<file path="src/rtl/spi_master_ctrl_if.sv">
// spi_master_ctrl_if: word handshake and completion signals between the sequencer and the SPI master
interface spi_master_ctrl_if #(parameter int DATA_WIDTH = 8);
  logic [DATA_WIDTH-1:0] i_tx_data;
  logic                  i_tx_dc;
  logic                  i_tx_last;
  logic                  i_tx_valid;
  logic                  o_tx_ready;
  logic [DATA_WIDTH-1:0] o_rx_data;
  logic                  o_done;
  logic                  o_busy;
  modport slave (input i_tx_data, i_tx_dc, i_tx_last, i_tx_valid, output o_tx_ready, o_rx_data, o_done, o_busy);
  modport master (output i_tx_data, i_tx_dc, i_tx_last, i_tx_valid, input o_tx_ready, o_rx_data, o_done, o_busy);
endinterface

</file>
<file path="src/rtl/spi_master_ctrl.sv">
// spi_master_ctrl: full-duplex SPI master, all CPOL/CPHA modes, selectable bit order, bursts with D/C flag
module spi_master_ctrl #(
  parameter int DATA_WIDTH     = 8,
  parameter int CLK_DIV        = 2,
  parameter bit CPOL           = 0,
  parameter bit CPHA           = 0,
  parameter bit MSB_FIRST      = 1,
  parameter int SS_IDLE_CYCLES = 4
) (
  input  logic             i_clk,
  input  logic             i_rst_n,
  spi_master_ctrl_if.slave bus,
  input  logic             i_miso,
  output logic             o_mosi,
  output logic             o_s_clk,
  output logic             o_ss,
  output logic             o_dc
);
  localparam int CW = $clog2(CLK_DIV + 1);
  localparam int BW = $clog2(2 * DATA_WIDTH + 1);
  // the accepting IDLE cycle completes the o_ss-high interval between bursts
  localparam int GAP_N = (SS_IDLE_CYCLES > 1) ? SS_IDLE_CYCLES - 1 : 1;
  localparam int GW = $clog2(GAP_N + 1);
  typedef enum logic [2:0] {IDLE, SETUP, XFER, WAIT, TAIL, GAP} state_t;
  state_t                r_state, w_next;
  logic [CW-1:0]         r_cnt;
  logic [BW-1:0]         r_bit, w_j;
  logic [GW-1:0]         r_gap;
  logic [DATA_WIDTH-1:0] r_tx, r_rx, r_rx_data, w_rx_sh;
  logic                  r_mosi, r_sclk, r_dc, r_last, r_done;
  logic                  w_rdy, w_acc, w_hp_end, w_last_edge, w_xfer_end, w_edge, w_lead, w_samp, w_shift;
  function automatic logic [DATA_WIDTH-1:0] f_shl(input logic [DATA_WIDTH-1:0] x);
    return MSB_FIRST ? x << 1 : x >> 1;
  endfunction
  function automatic logic f_head(input logic [DATA_WIDTH-1:0] x);
    return MSB_FIRST ? x[DATA_WIDTH-1] : x[0];
  endfunction
  assign w_rdy          = i_rst_n && (r_state == IDLE || r_state == WAIT);
  assign w_acc          = bus.i_tx_valid && w_rdy;
  assign bus.o_tx_ready = w_rdy;
  assign bus.o_busy     = r_state != IDLE;
  assign bus.o_done     = r_done;
  assign bus.o_rx_data  = r_rx_data;
  assign o_ss           = r_state inside {IDLE, GAP};
  assign o_mosi         = r_mosi;
  assign o_s_clk        = r_sclk;
  assign o_dc           = r_dc;
  assign w_hp_end    = r_cnt == CW'(CLK_DIV - 1);
  assign w_last_edge = r_bit == BW'(2 * DATA_WIDTH - 1);
  assign w_xfer_end  = r_state == XFER && w_hp_end && w_last_edge;
  // edge j opens half-period j; even j is the leading edge
  assign w_edge  = w_hp_end && (r_state == SETUP || (r_state == XFER && !w_last_edge));
  assign w_j     = (r_state == XFER) ? r_bit + BW'(1) : '0;
  assign w_lead  = !w_j[0];
  assign w_samp  = w_edge && (w_lead ^ CPHA);
  assign w_shift = w_edge && (CPHA ? w_lead : (!w_lead && w_j != BW'(2 * DATA_WIDTH - 1)));
  assign w_rx_sh = MSB_FIRST ? ((r_rx << 1) | DATA_WIDTH'(i_miso))
                             : ((r_rx >> 1) | (DATA_WIDTH'(i_miso) << (DATA_WIDTH - 1)));
  always_comb begin
    w_next = r_state;
    case (r_state)
      IDLE, WAIT: w_next = w_acc ? SETUP : r_state;
      SETUP:      w_next = w_hp_end ? XFER : SETUP;
      XFER:       w_next = w_xfer_end ? (r_last ? TAIL : WAIT) : XFER;
      TAIL:       w_next = w_hp_end ? GAP : TAIL;
      GAP:        w_next = (r_gap == GW'(GAP_N - 1)) ? IDLE : GAP;
      default:    w_next = IDLE;
    endcase
  end
  always_ff @(posedge i_clk) begin
    if (!i_rst_n) r_state <= IDLE;
    else          r_state <= w_next;
  end
  always_ff @(posedge i_clk) begin
    if (!i_rst_n) begin
      r_cnt     <= '0;
      r_bit     <= '0;
      r_gap     <= '0;
      r_tx      <= '0;
      r_rx      <= '0;
      r_rx_data <= '0;
      r_mosi    <= 1'b0;
      r_sclk    <= CPOL;
      r_dc      <= 1'b0;
      r_last    <= 1'b0;
      r_done    <= 1'b0;
    end else begin
      r_cnt  <= (r_state inside {SETUP, XFER, TAIL} && !w_hp_end) ? r_cnt + CW'(1) : '0;
      r_bit  <= (r_state != XFER || w_xfer_end) ? '0 : w_hp_end ? r_bit + BW'(1) : r_bit;
      r_gap  <= (r_state == GAP && w_next == GAP) ? r_gap + GW'(1) : '0;
      r_sclk <= r_sclk ^ w_edge;
      r_done <= w_xfer_end;
      if (w_xfer_end) r_rx_data <= r_rx;
      if (w_samp) r_rx <= w_rx_sh;
      if (w_acc) begin
        r_tx   <= CPHA ? bus.i_tx_data : f_shl(bus.i_tx_data);
        r_dc   <= bus.i_tx_dc;
        r_last <= bus.i_tx_last;
        if (!CPHA) r_mosi <= f_head(bus.i_tx_data);
      end else if (w_shift) begin
        r_tx   <= f_shl(r_tx);
        r_mosi <= f_head(r_tx);
      end
    end
  end
endmodule

</file>
<file path="src/flat_wrapper.sv">
// flat-port wrapper written by rule: the top's interface ports become plain ports
module spi_master_ctrl_flat 
#(
  parameter int DATA_WIDTH     = 8,
  parameter int CLK_DIV        = 2,
  parameter bit CPOL           = 0,
  parameter bit CPHA           = 0,
  parameter bit MSB_FIRST      = 1,
  parameter int SS_IDLE_CYCLES = 4
)
  (i_clk, i_rst_n, i_miso, o_mosi, o_s_clk, o_ss, o_dc, bus_i_tx_data, bus_i_tx_dc, bus_i_tx_last, bus_i_tx_valid, bus_o_tx_ready, bus_o_rx_data, bus_o_done, bus_o_busy);
  spi_master_ctrl_if #(.DATA_WIDTH(DATA_WIDTH)) bus_i ();
  input  logic i_clk;
  input  logic i_rst_n;
  input  logic i_miso;
  output logic o_mosi;
  output logic o_s_clk;
  output logic o_ss;
  output logic o_dc;
  input wire logic [$bits(bus_i.i_tx_data)-1:0] bus_i_tx_data;
  input wire logic [$bits(bus_i.i_tx_dc)-1:0] bus_i_tx_dc;
  input wire logic [$bits(bus_i.i_tx_last)-1:0] bus_i_tx_last;
  input wire logic [$bits(bus_i.i_tx_valid)-1:0] bus_i_tx_valid;
  output wire logic [$bits(bus_i.o_tx_ready)-1:0] bus_o_tx_ready;
  output wire logic [$bits(bus_i.o_rx_data)-1:0] bus_o_rx_data;
  output wire logic [$bits(bus_i.o_done)-1:0] bus_o_done;
  output wire logic [$bits(bus_i.o_busy)-1:0] bus_o_busy;
  assign bus_i.i_tx_data = bus_i_tx_data;
  assign bus_i.i_tx_dc = bus_i_tx_dc;
  assign bus_i.i_tx_last = bus_i_tx_last;
  assign bus_i.i_tx_valid = bus_i_tx_valid;
  assign bus_o_tx_ready = bus_i.o_tx_ready;
  assign bus_o_rx_data = bus_i.o_rx_data;
  assign bus_o_done = bus_i.o_done;
  assign bus_o_busy = bus_i.o_busy;
  spi_master_ctrl #(.DATA_WIDTH(DATA_WIDTH), .CLK_DIV(CLK_DIV), .CPOL(CPOL), .CPHA(CPHA), .MSB_FIRST(MSB_FIRST), .SS_IDLE_CYCLES(SS_IDLE_CYCLES)) u_core (.i_clk(i_clk), .i_rst_n(i_rst_n), .bus(bus_i), .i_miso(i_miso), .o_mosi(o_mosi), .o_s_clk(o_s_clk), .o_ss(o_ss), .o_dc(o_dc));
endmodule
</file>
<file path="config.mk">
export PLATFORM = sky130hd
export DESIGN_NAME = spi_master_ctrl_flat
export DESIGN_NICKNAME = d
export VERILOG_FILES = /design/src/rtl/spi_master_ctrl_if.sv /design/src/rtl/spi_master_ctrl.sv /design/src/flat_wrapper.sv
export SDC_FILE = /design/constraint.sdc
export NUM_CORES = 1
export LEC_CHECK = 0
export ABC_CLOCK_PERIOD_IN_PS = 2460
export CORE_AREA = 2 2 62 64
export DETAILED_ROUTE_END_ITERATION = 8
export DIE_AREA = 0 0 64 66
export MAX_ROUTING_LAYER = met4
export PLACE_DENSITY = 0.76
export SYNTH_ARGS = -nofsm -noshare
export SYNTH_HDL_FRONTEND = slang
export SYNTH_SLANG_ARGS = --single-unit
</file>
<file path="constraint.sdc">
create_clock -name i_clk -period 2.46 [get_ports i_clk]
set_input_delay 0.615 -clock i_clk [delete_from_list [all_inputs] [get_ports i_clk]]
set_output_delay 0.615 -clock i_clk [all_outputs]
set_load 0.1 [all_outputs]
</file>
# --- Yosys cells after proc, flatten, opt, wreduce, memory -nomap -nowiden ---
# Cells that the tools add are included.
word_totals:
  reg_bits: 40
  latch_bits: 0
  ramBits: 0
  mem_bits_ro: 0
  input_bits: 14
  mem_count: 0
classes:
  add_sub_neg: 3
  mul: 0
  n_div: 0
  magnitude_cmp: 0
  n_eq_ne: 11
  shifts: 0
  n_mux: 12
  bitwise: 3
  n_reduce_logical: 26
ops:
  columns: ["operator", "n"]
  rows:
  - ["8-bit two-way mux", 2]
  - ["3-bit case mux with 5 select lines", 1]
  - ["3-bit two-way mux", 4]
  - ["1-bit logical AND", 11]
  - ["3-bit equality test, second input constant", 3]
  - ["8-bit by 1-bit OR with 8-bit output", 1]
  - ["3-bit by 2-bit equality test with 1-bit output, second input constant", 2]
  - ["3-bit nonzero test", 2]
  - ["5-bit by 1-bit adder with 5-bit output, second input constant", 1]
  - ["5-bit by 4-bit equality test with 1-bit output, second input constant", 1]
  - ["5-bit two-way mux", 1]
  - ["5-bit by 4-bit != test with 1-bit output, second input constant", 1]
  - ["2-bit by 1-bit adder with 2-bit output, second input constant", 2]
  - ["2-bit AND reduction", 2]
  - ["2-bit nonzero test", 2]
  - ["2-bit OR reduction", 2]
  - ["3-bit by 1-bit equality test with 1-bit output, second input constant", 1]
  - ["1-bit logical NOT", 3]
  - ["3-bit logical NOT", 1]
  - ["1-bit logical OR", 3]
  - ["1-bit two-way mux", 3]
  - ["3-bit by 2-bit != test with 1-bit output, second input constant", 1]
  - ["2-bit by 1-bit equality test with 1-bit output, second input constant", 1]
  - ["2-bit equality test, second input constant", 1]
  - ["3 further kinds", 3]

# --- Longest topological paths before layout ---
depth:
  word_depth: 9
  ltp_mapped: 8
  ltp_nobuf: 7

# --- Worst setup path after synthesis ---
# No wires, ideal clock.
synth_timing:
  kind: "input -> output"
  startpoint: "input port i_rst_n"
  endpoint: "output port bus_o_tx_ready"
  t_arrival_ps: 1942
  setup_slack_ps: -97
  cell_stages: 2
  path_buffers: 0
  path_cell_list: "nand2b_1 -> nor2_1"
synth_via:
  elab_chain_len: 1
synth_rtl:
  columns: ["element", "line_no", "rtl"]
  rows:
  - ["start: declaration", "flat_wrapper.sv:14", "input logic i_rst_n;"]
  - ["1-bit logical AND", "spi_master_ctrl.sv:38", "assign w_rdy = i_rst_n && (r_state == IDLE || r_state == WAIT);"]
  - ["end: declaration", "flat_wrapper.sv:24", "output wire logic [$bits(bus_i.o_tx_ready)-1:0] bus_o_tx_ready;"]
# Every way passes these cells.

# --- Final worst setup path ---
layout_timing:
  startpoint: "register u_core.r_state[1]"
  endpoint: "output port bus_o_tx_ready"
layout_via:
  elab_chain_len: 3
layout_rtl:
  columns: ["element", "line_no", "rtl"]
  rows:
  - ["start: declaration", "spi_master_ctrl.sv:25", "state_t r_state, w_next;"]
  - ["start signal: assignment", "spi_master_ctrl.sv:72", "else r_state <= w_next;"]
  - ["3-bit by 2-bit equality test with 1-bit output / 3-bit logical NOT (equally long branches)", "spi_master_ctrl.sv:38", null]
  - ["1-bit logical OR (*)", "spi_master_ctrl.sv:38", null]
  - ["1-bit logical AND (*)", "spi_master_ctrl.sv:38", null]
# Mark *: on every way between the ends. The rest lies on a longest branch, timed or not.

==> flow_summary_export.csv <==
group,metric,value,unit
power_and_ir_drop,power_per_cell_area,568,mW/mm²
worst_setup_path,cpMaxStageDelayCell,"dfxtp_1",
hold_path,worstHoldPathType,"reg -> reg",
cts,cts_buffers,5,
place,dp_cells,256,
synthesis,syn_nets,205,
place,pre_cts_ws,0.303,ns
cts,cts_root_buf,"clkbuf_4",
worst_setup_path,cp-start-kind,"register",
worst_setup_path,cp_cell_sequence,"xor2_1 > nor2_2 > buf_12",
floorplan,ios,29,
worst_setup_path,crit_family,"flip-flops",
cts,cts.hold.buffers_added,0,
floorplan,die_w,64,µm
worst_setup_path,worstPathMaxFanout,13,
sta,fin_skew,0.00532,ns
sta,fin_crit,2.16,ns
place,io_buffers,28,
sta,hold_violations,0,
cells_and_area,antenna_cells,0,
cts,post-cts-setup-buffer-count,0,
cells_and_area,area_growth,19.8,%
synthesis,synth_edf_count,0,
drt,num_vias,1347,
sta,maxSlewViolCount,0,
place,dpl_cell_area,0.00209,mm²
global_route,grt_max_degree,33,
cells_and_area,finalNetCount,233,
drt,wl,3220,µm
cts,clock_sinks,40,
cts,clkLatencyLatePin,0.34,ns
global_route,grt_pass1_wl,5600,µm
synthesis,synth_warnings,0,
drt,drtIter0Drc,72,
synthesis,ys_seq_area_share,44.8,%
power_and_ir_drop,leakage,0.000851,µW
floorplan,rows,22,
cells_and_area,fillers,297,
sta,clock.fmax,0.463,GHz
flow_run,cap_violations,0,
cells_and_area,final_cell_mix,"dfxtp_1 (40), mux2i_1 (19), nand2_1 (17), buf_4 (15)",
cts,cts.reportedPaths.clkPinSlew,0.11,ns
global_route,grt_usage,17.6,%
drt,drc,0,
worst_setup_path,end_kind,"output port",
place,place_congestion,0.819,
worst_setup_path,critPathBufInv,1,
synthesis,synth_ff_type,"dfxtp_1",
sta,setup_ws,0.299,ns
worst_setup_path,cp_data_arrival_time,1.55,ns
status,status,"complete, no violations",
synthesis,avgSynthCellArea,9.55,µm²
cts,cts-resized-gates,0,
synthesis,syn-instance-count,187,
cts,htreeDepth,2,
worst_setup_path,slowest_delay,0.60,ns
floorplan,die_area,0.00422,mm²
drt,firstDrtPassIters,4,
sta,setup_viol,0,
sta,timing_worst_slew_pin_value,0.555,ns
synthesis,ys_seq_elements,40,
cts,clockBufferDepth,2,
cts,cts_tree,"done",
sta,rsz0062_at_grt,"no",
sta,slew_headroom,63.0,%
floorplan,core_area,0.00355,mm²
cells_and_area,drive_gt1_share,17.2,%
synthesis,async_reset_ff_share,0,%
drt,ant_nets,0,
sta,setup_tns,0,ns
cells_and_area,fin_area,0.00214,mm²
synthesis,synth_area,0.00179,mm²
worst_setup_path,cp_data_required_time,1.85,ns
place,hpwl,2320,µm
power_and_ir_drop,ir_drop,0.000308,V
synthesis,ys_types,40,
worst_setup_path,critPathKind,"reg -> out",
cells_and_area,layout.cells.non_filler,263,
floorplan,die_h,66,µm
floorplan,start_util,50.3,%
cells_and_area,final_common_cell,"dfxtp_1",
global_route,antenna_found_initial,0,
global_route,globalRouteOverflowTotal,0,
global_route,grt_pass1_vias,1305,
sta,fin_crit_sh,87.8,%
drt,wl_per_cell,12.2,µm
drt,drt-vias-per-instance,5.12,
cells_and_area,utilization,60.2,%
state kept, by name, indices dropped and copies added, names as in the netlist:
register              cells
u_core.bus.o_rx_data      8
u_core.r_rx               8
u_core.r_tx               7
u_core.r_bit              5
u_core.r_state            3
u_core.r_cnt              2
u_core.r_gap              2
u_core.bus.o_done         1
u_core.o_dc               1
u_core.o_mosi             1
u_core.o_s_clk            1
u_core.r_last             1
where the power goes:
part / internal, µW / switching, µW / total (µW)
clock network: 105 / 199 / 304
logic: 89.9 / 135 / 225
registers: 667 / 17.3 / 685
total: 863 / 352 / 1210
per-layer routing:
layer	GRT usage (%)	up-vias	wire length (µm)
li1	-	692	-
met1	20.0	626	1460
met2	29.0	22	1570
met3	5.79	7	142
met4	6.52	0	44
met5	-	-	0
through the flow:
step	hold slack, ns	power, µW
floorplan	0.399	863
global placement	0.407	921
detailed placement	0.415	927
CTS	0.431	1230
global route	0.454	1270
finish	0.431	1210
final timing paths:
check,startpoint,endpoint,slack (ns),cells past startpoint
max,u_core.r_state[1],bus_o_tx_ready,0.30,3
max reg2reg,u_core.r_bit[0],u_core.r_tx[6],0.41,8
min reg2reg,u_core.r_gap[0],u_core.r_gap[0],0.43,1
min,u_core.r_gap[0],u_core.r_gap[0],0.43,1
cells by family (layout without fill, tap and decap cells):
group                      Yosys count  count (layout)  share of synthesized area (%)
DFF                                 40              40                           44.8
adders and majority gates            4               4                           2.80
muxes                               19              19                           10.7
xor gates and xnor gates             7               7                           3.43
AOI/OAI and AO/OA                   29              29                           13.2
buffers and inverters               24              52                           6.38
and+or+nand+nor                     64              64                           18.6
cell usage after synthesis (3+ instances only):
master / count / area (µm²)
dfxtp_1: 40 / 801
mux2i_1: 19 / 190
nand2_1: 17 / 63.8
nor2_1: 14 / 52.6
inv_1: 13 / 48.8
nor2b_1: 13 / 81.3
a21oi_2: 6 / 52.6
o221ai_1: 6 / 52.6
nand2b_1: 5 / 31.3
buf_2: 4 / 20.0
ha_1: 4 / 50.1
xor2_1: 4 / 35.0
and2_1: 3 / 18.8
and3_1: 3 / 18.8
clkbuf_1: 3 / 11.3
nor3_1: 3 / 15.0
xnor2_1: 3 / 26.3
area by class of cell:
| cell class | instances | area, µm² | area share, % |
|---|---|---|---|
| multi-input cells | 123 | 876 | 41.0 |
| flip-flops and latches | 40 | 801 | 37.4 |
| repair buffers | 31 | 303 | 14.2 |
| inverters | 14 | 52.6 | 2.46 |
| clock inverters | 1 | 5.00 | 0.234 |
| well taps | 48 | 60.1 | 2.81 |
| clock buffers | 6 | 41.3 | 1.93 |
Power figures use the tool's default switching activity.
